`config.mk`:
```
export PLATFORM = sky130hd
export DESIGN_NAME = tmds_video_encoder
export DESIGN_NICKNAME = d
export VERILOG_FILES = /design/src/rtl/tmds_pkg.sv /design/src/rtl/tmds_channel_enc.sv /design/src/rtl/tmds_video_encoder.sv
export SDC_FILE = /design/constraint.sdc
export NUM_CORES = 1
export LEC_CHECK = 0
export CORE_UTILIZATION = 58
export DETAILED_ROUTE_END_ITERATION = 16
export GPL_TIMING_DRIVEN = 0
export PLACE_DENSITY = 0.89
export SETUP_SLACK_MARGIN = 0.02
export SLEW_MARGIN = 40
export SYNTH_ARGS = -nofsm -noshare
export SYNTH_HDL_FRONTEND = slang
export SYNTH_SLANG_ARGS = --single-unit
export TNS_END_PERCENT = 30
```
`constraint.sdc`:
```
create_clock -name pixel_clock -period 5.2 [get_ports pixel_clock]
set_clock_uncertainty 0.1 [all_clocks]
set_input_delay 1.04 -clock pixel_clock [delete_from_list [all_inputs] [get_ports pixel_clock]]
set_output_delay 1.04 -clock pixel_clock [all_outputs]
set_load 0.005 [all_outputs]
```
`src/rtl/tmds_pkg.sv`:
```
// rtl/tmds_pkg.sv - shared TMDS symbol constants and helper functions
// Purpose: control-token and HDMI guard-band symbols, a ones counter for
//   8-bit values and a {C1,C0} -> control-token lookup, shared by
//   tmds_channel_enc and tmds_video_encoder.
// Ports: none (package).
package tmds_pkg;

  localparam logic [9:0] CTRL_TOKEN_00  = 10'b1101010100;
  localparam logic [9:0] CTRL_TOKEN_01  = 10'b0010101011;
  localparam logic [9:0] CTRL_TOKEN_10  = 10'b0101010100;
  localparam logic [9:0] CTRL_TOKEN_11  = 10'b1010101011;

  localparam logic [9:0] GUARD_RED_BLUE = 10'b1011001100;
  localparam logic [9:0] GUARD_GREEN    = 10'b0100110011;

  function automatic logic [3:0] count_ones8(input logic [7:0] d);
    logic [3:0] n;
    n = 4'd0;
    for (int i = 0; i < 8; i++) begin
      n = n + {3'b000, d[i]};
    end
    return n;
  endfunction

  function automatic logic [9:0] ctrl_token(input logic c1, input logic c0);
    logic [9:0] t;
    case ({c1, c0})
      2'b00:   t = CTRL_TOKEN_00;
      2'b01:   t = CTRL_TOKEN_01;
      2'b10:   t = CTRL_TOKEN_10;
      default: t = CTRL_TOKEN_11;
    endcase
    return t;
  endfunction

endpackage

```
`src/rtl/tmds_channel_enc.sv`:
```
// rtl/tmds_channel_enc.sv - one TMDS channel: 8b data / 2b control -> 10b symbol
// Purpose: two-stage TMDS encoder for a single colour channel. Stage 1 builds
//   the transition-minimised q_m; stage 2 DC-balances it against the channel's
//   running disparity (cnt) or emits a control token during blanking.
// Ports:
//   pixel_clock  in   clock, rising edge
//   reset        in   asynchronous active-high reset
//   data[7:0]    in   pixel component, used when de=1
//   de           in   data enable
//   c0, c1       in   control bits encoded when de=0
//   symbol[9:0]  out  TMDS symbol, 2 cycles after the inputs
module tmds_channel_enc
  import tmds_pkg::*;
(
  input  logic       pixel_clock,
  input  logic       reset,
  input  logic [7:0] data,
  input  logic       de,
  input  logic       c0,
  input  logic       c1,
  output logic [9:0] symbol
);

  logic [3:0]        n1_data;
  logic              use_xnor;
  logic [8:0]        q_m_next;
  logic [8:0]        q_m;
  logic              de_s1;
  logic              c0_s1;
  logic              c1_s1;

  logic [3:0]        n1_q;
  logic signed [4:0] diff;
  logic signed [4:0] cnt;
  logic signed [4:0] cnt_next;
  logic [9:0]        symbol_next;

  // Stage 1: XNOR chaining is chosen for ones-heavy data to cut transitions.
  always_comb begin
    n1_data     = count_ones8(data);
    use_xnor    = (n1_data > 4'd4) || ((n1_data == 4'd4) && !data[0]);
    q_m_next    = '0;
    q_m_next[0] = data[0];
    for (int i = 1; i < 8; i++) begin
      q_m_next[i] = use_xnor ? ~(q_m_next[i-1] ^ data[i]) : (q_m_next[i-1] ^ data[i]);
    end
    q_m_next[8] = ~use_xnor;
  end

  always_ff @(posedge pixel_clock or posedge reset) begin
    if (reset) begin
      q_m   <= '0;
      de_s1 <= 1'b0;
      c0_s1 <= 1'b0;
      c1_s1 <= 1'b0;
    end else begin
      q_m   <= q_m_next;
      de_s1 <= de;
      c0_s1 <= c0;
      c1_s1 <= c1;
    end
  end

  // Stage 2: diff is N1-N0 of q_m[7:0] (= 2*N1-8). Blanking forces cnt to 0
  // so every active run starts balanced.
  always_comb begin
    n1_q        = count_ones8(q_m[7:0]);
    diff        = $signed({n1_q, 1'b0} - 5'd8);
    symbol_next = ctrl_token(c1_s1, c0_s1);
    cnt_next    = 5'sd0;
    if (de_s1) begin
      if ((cnt == 5'sd0) || (n1_q == 4'd4)) begin
        symbol_next = {~q_m[8], q_m[8], q_m[8] ? q_m[7:0] : ~q_m[7:0]};
        cnt_next    = q_m[8] ? (cnt + diff) : (cnt - diff);
      end else if (((cnt > 5'sd0) && (n1_q > 4'd4)) || ((cnt < 5'sd0) && (n1_q < 4'd4))) begin
        symbol_next = {1'b1, q_m[8], ~q_m[7:0]};
        cnt_next    = cnt + $signed({3'b000, q_m[8], 1'b0}) - diff;
      end else begin
        symbol_next = {1'b0, q_m[8], q_m[7:0]};
        cnt_next    = cnt - $signed({3'b000, ~q_m[8], 1'b0}) + diff;
      end
    end
  end

  always_ff @(posedge pixel_clock or posedge reset) begin
    if (reset) begin
      symbol <= CTRL_TOKEN_00;
      cnt    <= 5'sd0;
    end else begin
      symbol <= symbol_next;
      cnt    <= cnt_next;
    end
  end

endmodule

```
`src/rtl/tmds_video_encoder.sv`:
```
// rtl/tmds_video_encoder.sv - three-channel DVI/HDMI TMDS video encoder
// Purpose: encodes RGB + hsync/vsync/active into three 10-bit TMDS symbols
//   per pixel_clock. Optional macro VIDEO_GUARD_EN adds a 2-stage input delay
//   so the two blanking symbols before each active run become HDMI video
//   guard-band symbols (latency 4 instead of 2).
// Parameters: SYNC_INVERT - nonzero inverts hsync/vsync before encoding.
// Ports:
//   pixel_clock           in   clock, rising edge
//   reset                 in   asynchronous active-high reset
//   active                in   video data enable
//   hsync, vsync          in   sync, carried as C0/C1 on the blue channel
//   red, green, blue[7:0] in   pixel data
//   tmds_red/green/blue   out  10-bit symbols for channels 2/1/0
//   de_out                out  active aligned with the symbol outputs
module tmds_video_encoder
  import tmds_pkg::*;
#(
  parameter int SYNC_INVERT = 0
) (
  input  logic       pixel_clock,
  input  logic       reset,
  input  logic       active,
  input  logic       hsync,
  input  logic       vsync,
  input  logic [7:0] red,
  input  logic [7:0] green,
  input  logic [7:0] blue,
  output logic [9:0] tmds_red,
  output logic [9:0] tmds_green,
  output logic [9:0] tmds_blue,
  output logic       de_out
);

  logic       hs_pol;
  logic       vs_pol;
  logic       enc_de;
  logic       enc_hs;
  logic       enc_vs;
  logic [7:0] enc_r;
  logic [7:0] enc_g;
  logic [7:0] enc_b;
  logic       guard_now;
  logic [1:0] de_pipe;
  logic [1:0] guard_pipe;
  logic [9:0] red_sym;
  logic [9:0] green_sym;
  logic [9:0] blue_sym;

  assign hs_pol = (SYNC_INVERT != 0) ? ~hsync : hsync;
  assign vs_pol = (SYNC_INVERT != 0) ? ~vsync : vsync;

`ifdef VIDEO_GUARD_EN
  logic        act_d1;
  logic        act_d2;
  logic [1:0]  sync_d1;
  logic [1:0]  sync_d2;
  logic [23:0] rgb_d1;
  logic [23:0] rgb_d2;

  // The encoder works two samples behind the inputs, so act_d1/active tell
  // it which blanking symbols sit directly in front of an active run.
  always_ff @(posedge pixel_clock or posedge reset) begin
    if (reset) begin
      act_d1  <= 1'b0;
      act_d2  <= 1'b0;
      sync_d1 <= 2'b00;
      sync_d2 <= 2'b00;
      rgb_d1  <= '0;
      rgb_d2  <= '0;
    end else begin
      act_d1  <= active;
      act_d2  <= act_d1;
      sync_d1 <= {vs_pol, hs_pol};
      sync_d2 <= sync_d1;
      rgb_d1  <= {red, green, blue};
      rgb_d2  <= rgb_d1;
    end
  end

  assign enc_de    = act_d2;
  assign enc_vs    = sync_d2[1];
  assign enc_hs    = sync_d2[0];
  assign enc_r     = rgb_d2[23:16];
  assign enc_g     = rgb_d2[15:8];
  assign enc_b     = rgb_d2[7:0];
  assign guard_now = ~act_d2 & (act_d1 | active);
`else
  assign enc_de    = active;
  assign enc_vs    = vs_pol;
  assign enc_hs    = hs_pol;
  assign enc_r     = red;
  assign enc_g     = green;
  assign enc_b     = blue;
  assign guard_now = 1'b0;
`endif

  // Matches the two register stages inside each channel encoder.
  always_ff @(posedge pixel_clock or posedge reset) begin
    if (reset) begin
      de_pipe    <= 2'b00;
      guard_pipe <= 2'b00;
    end else begin
      de_pipe    <= {de_pipe[0], enc_de};
      guard_pipe <= {guard_pipe[0], guard_now};
    end
  end

  assign de_out = de_pipe[1];

  tmds_channel_enc u_red (
    .pixel_clock (pixel_clock),
    .reset       (reset),
    .data        (enc_r),
    .de          (enc_de),
    .c0          (1'b0),
    .c1          (1'b0),
    .symbol      (red_sym)
  );

  tmds_channel_enc u_green (
    .pixel_clock (pixel_clock),
    .reset       (reset),
    .data        (enc_g),
    .de          (enc_de),
    .c0          (1'b0),
    .c1          (1'b0),
    .symbol      (green_sym)
  );

  tmds_channel_enc u_blue (
    .pixel_clock (pixel_clock),
    .reset       (reset),
    .data        (enc_b),
    .de          (enc_de),
    .c0          (enc_hs),
    .c1          (enc_vs),
    .symbol      (blue_sym)
  );

  // guard_pipe is only ever set on blanking samples, so pixels are never replaced.
  assign tmds_red   = guard_pipe[1] ? GUARD_RED_BLUE : red_sym;
  assign tmds_green = guard_pipe[1] ? GUARD_GREEN    : green_sym;
  assign tmds_blue  = guard_pipe[1] ? GUARD_RED_BLUE : blue_sym;

endmodule

```
==> reports/metrics.csv, run 1 <==
stage;metric;value;unit
drt;antenna-violating nets left;0;
min_path;Hold Path Class;flip-flop to flip-flop;
clock_network;CTS Buf Count;9;
job;max_cap viols;0;
clock_network;postcts setup bufs;0;
clock_network;clk root buf;clkbuf_8;
worst_setup_path;WP data required;5350;ps
drt;DRC;0;
worst_setup_path;crit-path max FO;6;
drt;Post-Route WL;11400;um
floorplan;Total Die Area;10400;um^2
place;placed inst area;6570;um^2
global_route;vias in the first global route;4263;
yosys;FFs w/ async S/R, synth;100;%
clock_network;TritonCTS clock tree;done;
yosys;Syn. warnings;0;
clock_network;CTS hold repair buffers;0;
floorplan;Starting Density;59.4;%
yosys;Synth Instances;538;
place;Port Buffers;59;
yosys;number of synthesized flops with an enable pin;0;
drt;DR iter-0 viols;197;
floorplan;FP Rows;36;
worst_setup_path;Setup crit start kind;flip-flop;
place;gp weighted congestion;0.841;
sta;RSZ-0062 raised after global routing;no;
place;Post-DP HPWL;8860;um
place;Cell Count Post-Placement;731;
yosys;register bit total from synthesis;73;
sta;max_slew headroom;57.5;%
drt;routed wire length per instance;15.2;um
clock_network;H-Tree Depth;3;
floorplan;die width;102;um
global_route;pin count of the biggest net entering global routing;55;
sta;Pins Over Slew Limit;0;
sta;fin crit period;4900;ps
place;dpl ws;-29.3;ps
worst_setup_path;critical path class;flip-flop to flip-flop;
cells_and_area;ANT cells;0;
floorplan;Die Y;102;um
cells_and_area;nets;744;
global_route;gr ovfl total;0;
worst_setup_path;Worst EP arrival;5040;ps
sta;Final Setup Violations;0;
global_route;first-pass GRT wire length;19200;um
run_status;status;completed;
yosys;Synthesized Nets;673;
yosys;Top FF cell, synth;dfrtp_1;
drt;number of vias per cell;5.27;
yosys;Synth area leader;dfrtp_1;
floorplan;# IOs;60;
yosys;Mapped Avg Cell Area;10.7;um^2
clock_network;PostCTS Resize Cnt;0;
sta;Slew @ Worst Pin;638;ps
sta;Max Clock Freq;0.204;GHz
cells_and_area;final core utilization;69.5;%
cells_and_area;layout cells sized above 1;9.61;%
global_route;GR Util All Layers;24.5;%
yosys;share of the synthesized area in the top cell type;25.1;%
clock_network;worst skew pair latency;350;ps
drt;Pre-antenna DRT Iters;7;
worst_setup_path;Critical Path Sink Type;flip-flop;
yosys;Unique masters post-synth;39;
cells_and_area;Area Overhead vs Synth;17.0;%
sta;worst setup margin;304;ps
global_route;initial antenna violation count;0;
clock_network;clock sinks;73;
yosys;Mapped Area;5780;um^2
yosys;sequential share of the synthesized area;31.9;%
sta;Fin. Hold Viols;0;
cells_and_area;final cell count without fillers;747;
cells_and_area;design area;6760;um^2
sta;fin crit share;94.2;%
floorplan;Core Footprint;9730;um^2
clock_network;maximum buffer depth of the clock tree;2;
drt;total number of vias;3934;
yosys;synth top area cells;dfrtp_1 25%, ha_1 15%, fa_1 14%;
clock_network;Worst-path clk slew;80;ps
-- critical path: stages, from the launching register on --
cell and delay (ps):
dfrtp_1 410, ha_1 280, inv_1 50, fa_1 500, fa_1 520, fa_1 490, fa_1 400, xnor2_1 510
ha_1 270, and2_1 200, a211oi_2 90, a21boi_1 500, mux2i_1 170, a31o_2 270
-- sequential cells by signal, indices dropped and copies added, names as in the netlist --
name            count
u_blue.c0_s1        1
u_green.cnt         4
u_red.q_m           9
u_green.q_m         9
u_red.symbol       10
u_blue.symbol      10
u_blue.cnt          4
u_blue.q_m          9
u_red.cnt           4
u_green.symbol     10
u_blue.c1_s1        1
de_pipe             2
-- through the flow --
| step | hold slack [ps] | TNS [ps] |
|---|---|---|
| after floorplan | 270 | 0 |
| after global placement | 289 | 0 |
| after detailed placement | 305 | -29.3 |
| after CTS | 324 | 0 |
| after global routing | 334 | 0 |
| final | 323 | 0 |
-- final timing paths --
| check | start | to | slack [ps] | cells past startpoint |
|---|---|---|---|---|
| worst max-delay path | u_blue.q_m[1]$_DFF_PP0_ | u_blue.cnt[2]$_DFF_PP0_ | 300 | 13 |
| worst min-delay path | de_pipe[0]$_DFF_PP0_ | de_pipe[1]$_DFF_PP0_ | 320 | 0 |
| worst max register to register | u_blue.q_m[1]$_DFF_PP0_ | u_blue.cnt[2]$_DFF_PP0_ | 300 | 13 |
| worst min register to register | de_pipe[0]$_DFF_PP0_ | de_pipe[1]$_DFF_PP0_ | 320 | 0 |
| max in group asynchronous | reset | u_green.symbol[4]$_DFF_PP1_ | 3560 | 3 |
| min in group asynchronous | reset | u_blue.q_m[1]$_DFF_PP0_ | 880 | 2 |
-- final cells by class --
| class | instances | area, um^2 |
|---|---|---|
| Sequential cell | 73 | 1850 |
| Clock buffer | 10 | 128 |
| Inverter | 104 | 395 |
| Buffer | 9 | 48.8 |
| Tap cell | 133 | 166 |
| Multi-Input combinational cell | 352 | 3490 |
| Clock inverter | 6 | 67.6 |
| Timing Repair Buffer | 60 | 618 |
| Fill cell | 688 | 2970 |
-- layer usage --
metal / vias up / part of all wire [%] / GRT usage [%]
met1: 1965 / 41 / 29.4
met4: 0 / 2.2 / 12.0
met3: 20 / 3.7 / 4.04
met2: 86 / 53 / 42.9
li1: 1863 / - / -
met5: - / 0 / 0
-- cell families after synthesis --
logic type | share of synthesized area, %
buf+inv | 7.60
simple gates | 6.15
fa+ha+maj | 28.0
mux | 5.39
flops | 31.9
compound gates | 9.29
xor+xnor | 11.6
-- synthesized netlist by cell type, types with 2 or more instances --
| library cell | instances |
|---|---|
| a21o_1 | 15 |
| a21oi_1 | 30 |
| a21oi_2 | 2 |
| a22oi_2 | 2 |
| a2bb2oi_2 | 2 |
| a311oi_1 | 3 |
| a31o_2 | 3 |
| a31oi_1 | 3 |
| buf_6 | 2 |
| clkbuf_1 | 6 |
| dfrtp_1 | 58 |
| dfstp_2 | 15 |
| fa_1 | 39 |
| ha_1 | 67 |
| inv_1 | 104 |
| mux2_4 | 8 |
| mux2i_1 | 18 |
| nand2_1 | 31 |
| nand2b_1 | 6 |
| nor2_1 | 10 |
| nor2b_1 | 3 |
| nor3_1 | 3 |
| nor3b_1 | 10 |
| o21ai_0 | 12 |
| o21ai_2 | 2 |
| or3_4 | 2 |
| xnor2_1 | 56 |
| xnor3_1 | 3 |
| xor2_1 | 13 |
-- cell usage in the layout, fill, tap and decap left out, types with 3 or more instances in the layout --
master,instances
a21o_1,15
a21oi_1,30
a311oi_1,3
a31o_2,3
a31oi_1,3
clkbuf_1,7
clkbuf_8,9
clkdlybuf4s50_1,59
dfrtp_1,58
dfstp_2,15
fa_1,39
ha_1,67
inv_1,103
mux2_4,8
mux2i_1,18
nand2_1,31
nand2b_1,6
nor2_1,10
nor2b_1,3
nor3_1,3
nor3b_1,10
o21ai_0,12
xnor2_1,56
xnor3_1,3
xor2_1,13
Power of run 1 is left out: the tool's default activity adds up to more than one toggle a clock period on the data nets, which glitch-free logic cannot reach.
==> run 2: changes to the inputs <==
- CELL_PAD_IN_SITES_DETAIL_PLACEMENT: not set -> 1
- CELL_PAD_IN_SITES_GLOBAL_PLACEMENT: not set -> 1
- CORE_UTILIZATION: 58 -> 46
- SLEW_MARGIN: 40 -> 20
==> run 2 against run 1 <==
Worst setup slack worse by 220 ps. Hold slack worse by 4.8 ps. Register-to-register slack lost 220 ps. Global-route usage grew 2.5 points. Die area up 26%. Final cell count is 5.1% higher. Count of clock-buffer cells in the layout grew 1. First-iteration DRC count grew 2.5%. Via count rose by 8.1%. Non-clock buffer count increased by 3. Largest cell class unchanged.
==> reports/metrics.csv, run 2 (synthesis results as in run 1) <==
stage;metric;value;unit;change
run_status;status;completed;;
cells_and_area;nets;747;;+0.40%
global_route;initial antenna violation count;0;;unchanged
clock_network;CTS Buf Count;9;;unchanged
clock_network;H-Tree Depth;3;;unchanged
clock_network;clk root buf;clkbuf_16;;
sta;Slew @ Worst Pin;729;ps;+90.9 ps
sta;Fin. Hold Viols;0;;unchanged
floorplan;Core Footprint;12100;um^2;+24%
floorplan;Die Y;114;um;+12%
worst_setup_path;crit-path max FO;4;;-2
worst_setup_path;worst path cell trace;ha_1 -> inv_1 -> fa_1 -> fa_1 -> fa_1 -> inv_1 -> fa_1 -> inv_1 -> ha_1 -> mux2_2 -> ha_1 -> a21o_1 -> a21oi_1 -> xnor3_1 -> o21ai_0 -> a311oi_1;;
worst_setup_path;critical path's top delay family;adder cells;;
global_route;pin count of the biggest net entering global routing;52;;-5.5%
drt;Post-Route WL;17400;um;+53%
global_route;global-route track usage on met2;48.8;%;+5.9 points
worst_setup_path;WP data required;5310;ps;-40 ps
sta;max_slew headroom;51.4;%;-6.1 points
clock_network;Worst-path clk slew;70;ps;about the same
drt;Pre-antenna DRT Iters;4;;-3
worst_setup_path;Worst EP arrival;5220;ps;+180 ps
cells_and_area;most common cell after layout, fill and taps aside;inv_1;;
clock_network;worst skew pair latency;340;ps;about the same
sta;worst setup margin;84.4;ps;-220 ps
clock_network;CTS hold repair buffers;0;;unchanged
drt;antenna-violating nets left;0;;unchanged
clock_network;clock sinks;73;;unchanged
cells_and_area;ANT cells;0;;unchanged
drt;routed wire length per instance;22.2;um;+46%
job;max_cap viols;0;;unchanged
global_route;Top Usage Layer GRT;met2;;
worst_setup_path;cell mode on critical path;fa_1;;
drt;DR iter-0 viols;202;;+2.5%
floorplan;Total Die Area;13000;um^2;+26%
clock_network;TritonCTS clock tree;done;;
drt;number of vias per cell;5.42;;+2.8%
place;Port Buffers;59;;unchanged
cells_and_area;final core utilization;57.6;%;-12 points
drt;total number of vias;4251;;+8.1%
cells_and_area;design area;6980;um^2;+3.2%
floorplan;die width;114;um;+12%
sta;Setup Total Neg Slack;0;ps;unchanged
clock_network;maximum buffer depth of the clock tree;2;;unchanged
cells_and_area;layout cells sized above 1;10.4;%;+0.76 points
place;gp weighted congestion;0.822;;-2.3%
global_route;gr ovfl total;0;;unchanged
min_path;Hold Path Class;flip-flop to flip-flop;;
drt;DRC;0;;unchanged
floorplan;FP Rows;40;;+11%
cells_and_area;most frequent cells in the layout;103 x inv_1, 67 x ha_1, 59 x clkdlybuf4s50_1;;
global_route;first-pass GRT wire length;26300;um;+37%
sta;RSZ-0062 raised after global routing;yes;;
cells_and_area;Area Overhead vs Synth;20.8;%;
cells_and_area;# fillers;1332;;+94%
worst_setup_path;CP max stage delay;550;ps;+30 ps
global_route;vias in the first global route;4898;;+15%
worst_setup_path;critical path's slowest cell;fa_1;;
floorplan;# IOs;60;;unchanged
global_route;met1 global-route usage;31.3;%;+1.9 points
sta;fin crit share;98.4;%;+4.2 points
global_route;GR Util All Layers;26.9;%;+2.5 points
worst_setup_path;Critical Path Sink Type;flip-flop;;
sta;Max Clock Freq;0.195;GHz;-4.3%
place;placed inst area;6610;um^2;+0.63%
global_route;GR Layer Usage met3;3.18;%;-0.86 points
place;Post-DP HPWL;11600;um;+31%
cells_and_area;biggest regs;u_blue.symbol: 10 flops, u_green.symbol: 10 flops, u_red.symbol: 10 flops;;
floorplan;Starting Density;47.7;%;-12 points
worst_setup_path;WP buf/inv;3;;+2
sta;fin crit period;5120;ps;+220 ps
place;dpl ws;-159;ps;-129 ps
sta;Final Setup Violations;0;;unchanged
sta;Pins Over Slew Limit;0;;unchanged
worst_setup_path;Setup crit start kind;flip-flop;;
worst_setup_path;critical path class;flip-flop to flip-flop;;
## run 2: worst reg2reg max path, delay by kind of cell (launching register included)
kind                       cells  cell delay [ps]
adders and majority gates      7             2850
AOI/OAI and AO/OA              4              840
DFF                            1              410
buffers and inverters          3              330
muxes                          1              300
xor gates and xnor gates       1              160
## run 2: final cells by class
type | instances | area [um^2] | area share [%]
flip-flops and latches | 73 | 1850 | 26.4
plain buffers | 9 | 48.8 | 0.699
inverters | 104 | 393 | 5.63
well taps | 168 | 210 | 3.01
clock buffers | 11 | 243 | 3.48
clock inverters | 5 | 80.1 | 1.15
repair buffers | 63 | 653 | 9.36
multi-input cells | 352 | 3510 | 50.2
## run 2: path summary, 6_finish.rpt
path / from / to / slack (ps) / cells past startpoint
setup reg to reg: u_red.q_m[0]$_DFF_PP0_ / u_red.cnt[4]$_DFF_PP0_ / 80 / 16
max in group asynchronous: reset / u_green.symbol[9]$_DFF_PP1_ / 3400 / 3
hold reg to reg: de_pipe[0]$_DFF_PP0_ / de_pipe[1]$_DFF_PP0_ / 320 / 0
setup / recovery: u_red.q_m[0]$_DFF_PP0_ / u_red.cnt[4]$_DFF_PP0_ / 80 / 16
min in group asynchronous: reset / u_blue.q_m[1]$_DFF_PP0_ / 970 / 2
hold / removal: de_pipe[0]$_DFF_PP0_ / de_pipe[1]$_DFF_PP0_ / 320 / 0
## run 2: layer usage
layer / vias up / share of wire [%]
li1: 1862 / -
met1: 2214 / 40
met2: 115 / 53
met3: 60 / 2.6
met4: 0 / 4.3
met5: - / 0
## run 2: stage by stage
| step | hold WS [ps] | instances |
|---|---|---|
| finish | 318 | 785 |
| global route | 344 | 785 |
| CTS | 315 | 782 |
| detailed placement | 298 | 766 |
| global placement | 289 | 765 |
| floorplan | 270 | 538 |
## run 2: what timing repair did
| action | 4_1_cts | 5_1_grt |
|---|---|---|
| setup buffers | 0 | 3 |
| gates resized for setup | 1 | 1 |
| endpoints found under the setup margin | 9 | 7 |
| pin swaps | 0 | 1 |
Power of run 2 is left out for the same reason.
==> run 3: changes to the inputs <==
- CAP_MARGIN: not set -> 15
==> results of run 3 <==
The final DEF is identical to that of run 2; final timing and power are the same.
Power of run 3 is left out for the same reason.
